**src/rtl/banked_mask_write_bit_ram.sv**
```systemverilog
// banked_mask_write_bit_ram: single-port synchronous RAM with a per-bit write mask,
// split into num_width_bank_p column slices x num_depth_bank_p row banks.
// Low address bits select the row bank, so consecutive words interleave across banks.
// Only the addressed row bank is enabled on an access.
// Optional feature macro: BANKED_MEM_WRITE_THROUGH_EN (a write also returns the merged word).
module banked_mask_write_bit_ram #(
  parameter int unsigned width_p           = 32,
  parameter int unsigned els_p             = 64,
  parameter int unsigned latch_last_read_p = 0,
  parameter int unsigned num_width_bank_p  = 1,
  parameter int unsigned num_depth_bank_p  = 1,
  localparam int unsigned addr_width_lp      = (els_p > 1) ? $clog2(els_p) : 1,
  localparam int unsigned bank_idx_width_lp  = (num_depth_bank_p > 1) ? $clog2(num_depth_bank_p) : 1,
  localparam int unsigned bank_els_lp        = els_p / num_depth_bank_p,
  localparam int unsigned bank_addr_width_lp = (bank_els_lp > 1) ? $clog2(bank_els_lp) : 1
) (
  input  logic                     clk_i,
  input  logic                     reset_n_i,
  input  logic                     v_i,
  input  logic                     w_i,
  input  logic [addr_width_lp-1:0] addr_i,
  input  logic [width_p-1:0]       data_i,
  input  logic [width_p-1:0]       w_mask_i,
  output logic [width_p-1:0]       data_o
);

  localparam int unsigned slice_width_lp = width_p / num_width_bank_p;
  localparam int unsigned idx_shift_lp   = (num_depth_bank_p > 1) ? bank_idx_width_lp : 0;

`ifdef BANKED_MEM_WRITE_THROUGH_EN
  localparam bit write_through_lp = 1'b1;
`else
  localparam bit write_through_lp = 1'b0;
`endif

  // Elaboration-time parameter sanity checks
  if ((num_width_bank_p == 0) || ((width_p % num_width_bank_p) != 0)) begin : g_chk_width
    $error("width_p must be a non-zero multiple of num_width_bank_p");
  end
  if ((num_depth_bank_p == 0) || ((els_p % num_depth_bank_p) != 0)) begin : g_chk_depth
    $error("els_p must be a non-zero multiple of num_depth_bank_p");
  end
  if ((num_depth_bank_p & (num_depth_bank_p - 1)) != 0) begin : g_chk_pow2
    $error("num_depth_bank_p must be a power of two");
  end

  logic                          in_range_c;
  logic                          acc_rd_c;
  logic [bank_idx_width_lp-1:0]  bank_idx_c;
  logic [bank_addr_width_lp-1:0] bank_addr_c;
  logic [num_depth_bank_p-1:0]   bank_en_c;
  logic                          out_v_q;
  logic [width_p-1:0]            sel_rd_c;

  wire  [width_p-1:0]            bank_rd [num_depth_bank_p];

  // Address split, access type and one-hot bank enable
  always_comb begin
    in_range_c  = (32'(addr_i) < els_p);
    acc_rd_c    = ~w_i | write_through_lp;
    bank_idx_c  = (num_depth_bank_p > 1) ? bank_idx_width_lp'(addr_i) : '0;
    bank_addr_c = bank_addr_width_lp'(addr_i >> idx_shift_lp);
    bank_en_c   = '0;
    for (int unsigned d = 0; d < num_depth_bank_p; d++) begin
      bank_en_c[d] = reset_n_i & v_i & in_range_c & (32'(bank_idx_c) == d);
    end
  end

  // Row banks, each made of independent column slices
  for (genvar d = 0; d < int'(num_depth_bank_p); d++) begin : g_bank
    for (genvar s = 0; s < int'(num_width_bank_p); s++) begin : g_slice
      logic [slice_width_lp-1:0] mem [bank_els_lp];
      logic [slice_width_lp-1:0] rd_q;
      logic [slice_width_lp-1:0] cur_c;
      logic [slice_width_lp-1:0] wd_c;
      logic [slice_width_lp-1:0] wm_c;
      logic [slice_width_lp-1:0] merged_c;

      // Bit-masked merge of write data onto the stored word
      always_comb begin
        wd_c     = data_i[s*slice_width_lp +: slice_width_lp];
        wm_c     = w_mask_i[s*slice_width_lp +: slice_width_lp];
        cur_c    = mem[bank_addr_c];
        merged_c = (cur_c & ~wm_c) | (wd_c & wm_c);
      end

      // Storage array and read register; contents are intentionally not reset
      always_ff @(posedge clk_i) begin
        if (bank_en_c[d]) begin
          if (w_i) begin
            mem[bank_addr_c] <= merged_c;
          end
          if (acc_rd_c) begin
            rd_q <= w_i ? merged_c : cur_c;
          end
        end
      end

      assign bank_rd[d][s*slice_width_lp +: slice_width_lp] = rd_q;
    end
  end

  // Output mux select: registered bank index, only present with several row banks
  if (num_depth_bank_p > 1) begin : g_sel
    logic [bank_idx_width_lp-1:0] sel_q;

    // Capture the bank index of each accepted read
    always_ff @(posedge clk_i or negedge reset_n_i) begin
      if (!reset_n_i) begin
        sel_q <= '0;
      end else if (v_i && acc_rd_c && in_range_c) begin
        sel_q <= bank_idx_c;
      end
    end

    assign sel_rd_c = bank_rd[sel_q];
  end else begin : g_no_sel
    assign sel_rd_c = bank_rd[0];
  end

  // Output-valid flag: set by an in-range read, cleared or held on other cycles
  always_ff @(posedge clk_i or negedge reset_n_i) begin
    if (!reset_n_i) begin
      out_v_q <= 1'b0;
    end else if (v_i && acc_rd_c) begin
      out_v_q <= in_range_c;
    end else if (latch_last_read_p == 0) begin
      out_v_q <= 1'b0;
    end
  end

  // Zero the output after reset, non-read cycles (no latching) and out-of-range reads
  always_comb begin
    data_o = '0;
    if (out_v_q) begin
      data_o = sel_rd_c;
    end
  end

endmodule

```
**config.mk**
```make
export PLATFORM = sky130hd
export DESIGN_NAME = banked_mask_write_bit_ram
export DESIGN_NICKNAME = d
export VERILOG_FILES = /design/src/rtl/banked_mask_write_bit_ram.sv
export SDC_FILE = /design/constraint.sdc
export NUM_CORES = 2
export LEC_CHECK = 0
export CAP_MARGIN = 0
export CORE_MARGIN = 2
export CORE_UTILIZATION = 60
export CTS_BUF_LIST = sky130_fd_sc_hd__clkbuf_4 sky130_fd_sc_hd__clkbuf_8
export CTS_CLUSTER_SIZE = 12
export DETAILED_ROUTE_END_ITERATION = 12
export GPL_ROUTABILITY_DRIVEN = 0
export HOLD_SLACK_MARGIN = 0.08
export PLACE_DENSITY_LB_ADDON = 0.05
export SLEW_MARGIN = 0
export SYNTH_ARGS = -nofsm -noshare
export SYNTH_HDL_FRONTEND = slang
export SYNTH_SLANG_ARGS = --single-unit
```
**constraint.sdc**
```tcl
create_clock -name clk_i -period 4.8 [get_ports clk_i]
set_input_delay 0.72 -clock clk_i [delete_from_list [all_inputs] [get_ports clk_i]]
set_output_delay 0.72 -clock clk_i [all_outputs]
set_load 0.02 [all_outputs]
```
==> reports/summary.txt <==
Num CTS Buffers -> 340
Clk Latency, worst-skew pair -> 1.02 ns
Worst R2R Start -> g_bank[0].g_slice[0].mem[35][19]
worst setup path end -> g_bank[0].g_slice[0].mem[37][25]
standard-cell row count -> 134
Initial DRC Count -> 6974
GR peak layer -> met2
Yosys top cell area share -> 77.0%
failing checks -> max-capacitance violations
Critical Path Max Stage Delay -> 0.80 ns
HP Class -> primary input to flip-flop
slowest CP cell -> nor4_1
cell area after placement -> 86900 µm²
CP Cell Sequence -> clkdlybuf4s50_1 -> buf_12 -> nand3b_1 -> buf_4 -> buf_4 -> o22ai_1 -> nor4_1 -> nand4_1 -> mux2_2 -> buf_12
Syn Inst Count -> 4718
H-tree depth -> 5
I/O pin count -> 106
largest net degree at the start of global routing -> 94
vias in the first global route -> 47.9k
met2 Use GR -> 53.6%
Max Transition Viols Final -> 0
Synth async-reset ratio -> 0.0481%
final period utilization -> 79.1%
wirelength, routed -> 239000 µm
Max-cap violations -> 1
status -> complete, but fails checks
global-route wire length before repair -> 340000 µm
CTS tree -> built
synth top area cells -> edfxtp_1 (77%), a22oi_1 (4.1%), mux2i_1 (2.4%)
total track usage -> 34.8%
Clock power frac -> 38.0%
worst-margin pin slew -> 1.45 ns
Peak supply drop -> 0.309 mV
grt ovf -> 0
Avg Synthesized Cell Area -> 17.2 µm²
Post-Syn Nets -> 4792
CP Data Arrival Time -> 4.48 ns
Antenna Nets Post-Route -> 0
wire length per cell -> 33.7 µm
via count -> 49.3k
Seq pwr share -> 54.9%
CTS max path bufs -> 4
Die Span X -> 372 µm
Setup violations, final -> 0
first-pass iteration count of the detailed router -> 6
Req. time, crit path -> 5.48 ns
Final Hold Viols -> 0
design area -> 93000 µm²
PostCTS Resize Cnt -> 0
Core Footprint -> 134000 µm²
Power Dens Cells -> 401 nW/µm²
Max-slew headroom -> 2.39%
initial antenna violation count -> 5
logic gate share of total power -> 7.1%
die extent in y -> 372 µm
met1 GRT Util -> 48.3%
RSZ-0062 raised after global routing -> no
CTS Root Cell -> clkbuf_8
FF+latch count, synth -> 2081
via-per-instance ratio -> 6.95
r2r setup slk -> 1.50 ns
WS Path Type -> primary input to flip-flop
skew final -> 0.0471 ns
area leader, netlist -> edfxtp_1
synthesized cell area -> 81100 µm²
Cell Int Power -> 28.8 mW
final worst-path setup slack -> 1.00 ns
Yosys Warn Count -> 0
share of cells above drive strength 1 -> 20.1%
Sw Share -> 22.9%
grt met3 use -> 6.63%
Distinct cells, synth -> 73
placed cell count -> 6529
Final HPWL DP -> 139000 µm
net switching power -> 8.55 mW
final cell count without fillers -> 7102
Seq/Total Area, Yosys -> 77.0%
DRC -> 0
IO buf count -> 105
clk sinks -> 2081
fmax -> 0.263 GHz
critical path capture point type -> flip-flop
area of the multi-input gates -> 17700 µm²
min cycle time layout -> 3.80 ns
Syn-to-layout area delta -> 14.6%
Post-Place Worst Slack -> -0.0166 ns
R2R depth -> 7
Total Power -> 37.3 mW
CTS clk-pin slew, worst paths -> 0.06 ns
Fillers -> 8684
starting density of the core -> 60.6%
Startpoint Class -> primary input
Leakage -> 29.7 nW
Worst R2R End -> g_bank[0].g_slice[0].mem[50][19]
Final #Nets -> 5178
Die ar. -> 138000 µm²
CP max FO -> 64
launch point of the worst path -> addr_i[3]
post-layout util -> 69.5%
Post-synth EDFFs -> 2080
Register Area -> 62500 µm²
Main synth FF type -> edfxtp_1
## cell type report
type / instances / share of cell area [%]
Sequential cell: 2081 / 67.2
Inverter: 21 / 0.0928
Timing Repair Buffer: 408 / 4.77
Clock inverter: 128 / 0.628
Clock buffer: 441 / 5.91
Tap cell: 1768 / 2.38
Antenna cell: 3 / 0.00807
Multi-Input combinational cell: 2252 / 19.0
## layer usage
layer	routed length (µm)	vias up
met1	88900	25100
met5	30	-
met3	26200	681
met2	112000	3343
met4	12400	4
li1	-	20200
## flip-flops by register name (all words and copies together) (netlist names)
register and count:
g_bank.g_slice.mem 2048, out_v_q 1, bank_rd 32
## critical path: cells and delay by family
family	cells	cell delay, ns
AOI/OAI and AO/OA	1	0.15
buffers and inverters	5	1.66
muxes	1	0.44
and+or+nand+nor	3	1.43
## how the worst min path moves through the flow
stage	from	to	cells after the start
after floorplan	reset_n_i	out_v_q	0
after global placement	g_bank[0].g_slice[0].mem[59][30]	bank_rd[30]	3
after detailed placement	g_bank[0].g_slice[0].mem[59][30]	bank_rd[30]	3
after CTS	v_i	out_v_q	2
after global routing	v_i	out_v_q	2
final	v_i	out_v_q	2
## cells by family (layout without fill, tap and decap cells)
| group | count (synthesis) | in the layout | synth area share [%] |
|---|---|---|---|
| AO/OA/AOI/OAI | 1231 | 1231 | 11.1 |
| buffers and inverters | 385 | 998 | 2.21 |
| flip-flops | 2081 | 2081 | 77.0 |
| multiplexers | 358 | 358 | 5.18 |
| other | 0 | 3 | 0 |
| AND/OR/NAND/NOR | 663 | 663 | 4.53 |
## power groups by stage
stage / clock network, mW / registers, mW / logic (mW)
4_1_cts: 14.3 / 20.5 / 2.60
3_3_place_gp: 0 / 20.9 / 2.55
6_report: 14.2 / 20.5 / 2.64
3_5_place_dp: 0 / 20.9 / 2.60
5_1_grt: 15.1 / 20.5 / 2.77
2_1_floorplan: 0 / 20.9 / 1.34
## synthesized netlist by cell type, drive strengths merged (46+ instances only)
cell and instances:
nor3b 51, nor4 46, nand2 121, edfxtp 2080, mux2 126, o21ai 112, nand3b 55, nor2 137
buf 184, mux2i 197, a221oi 114, a22oi 443, and3 51, nand2b 80, a21oi 84, o22ai 227
clkbuf 180
## layout by cell type, fill, tap and decap left out, types with 51 or more instances in the layout
master	n
edfxtp_1	2080
a22oi_1	443
clkbuf_8	349
o22ai_1	227
buf_4	214
mux2i_1	197
nand2_1	121
o21ai_0	112
mux2_2	111
a221oi_1	107
clkdlybuf4s50_1	101
clkinv_1	95
clkbuf_4	92
buf_12	88
a21oi_1	84
nand2b_1	77
nor2_1	70
nor2_4	66
nand3b_1	55
and3_1	51
nor3b_1	51
## timing repair
item                                   4_1_cts  5_1_grt
endpoints found under the hold margin        1        0
setup buffers                                0        0
hold buffers                                 1        0
## metrics by stage
step	TNS, ns	hold slack (ns)
after floorplan	0	0.424
after global placement	0	0.726
after detailed placement	-0.426	0.760
after CTS	0	0.282
after global routing	0	0.316
final	0	0.352
Power figures use the tool's default switching activity.
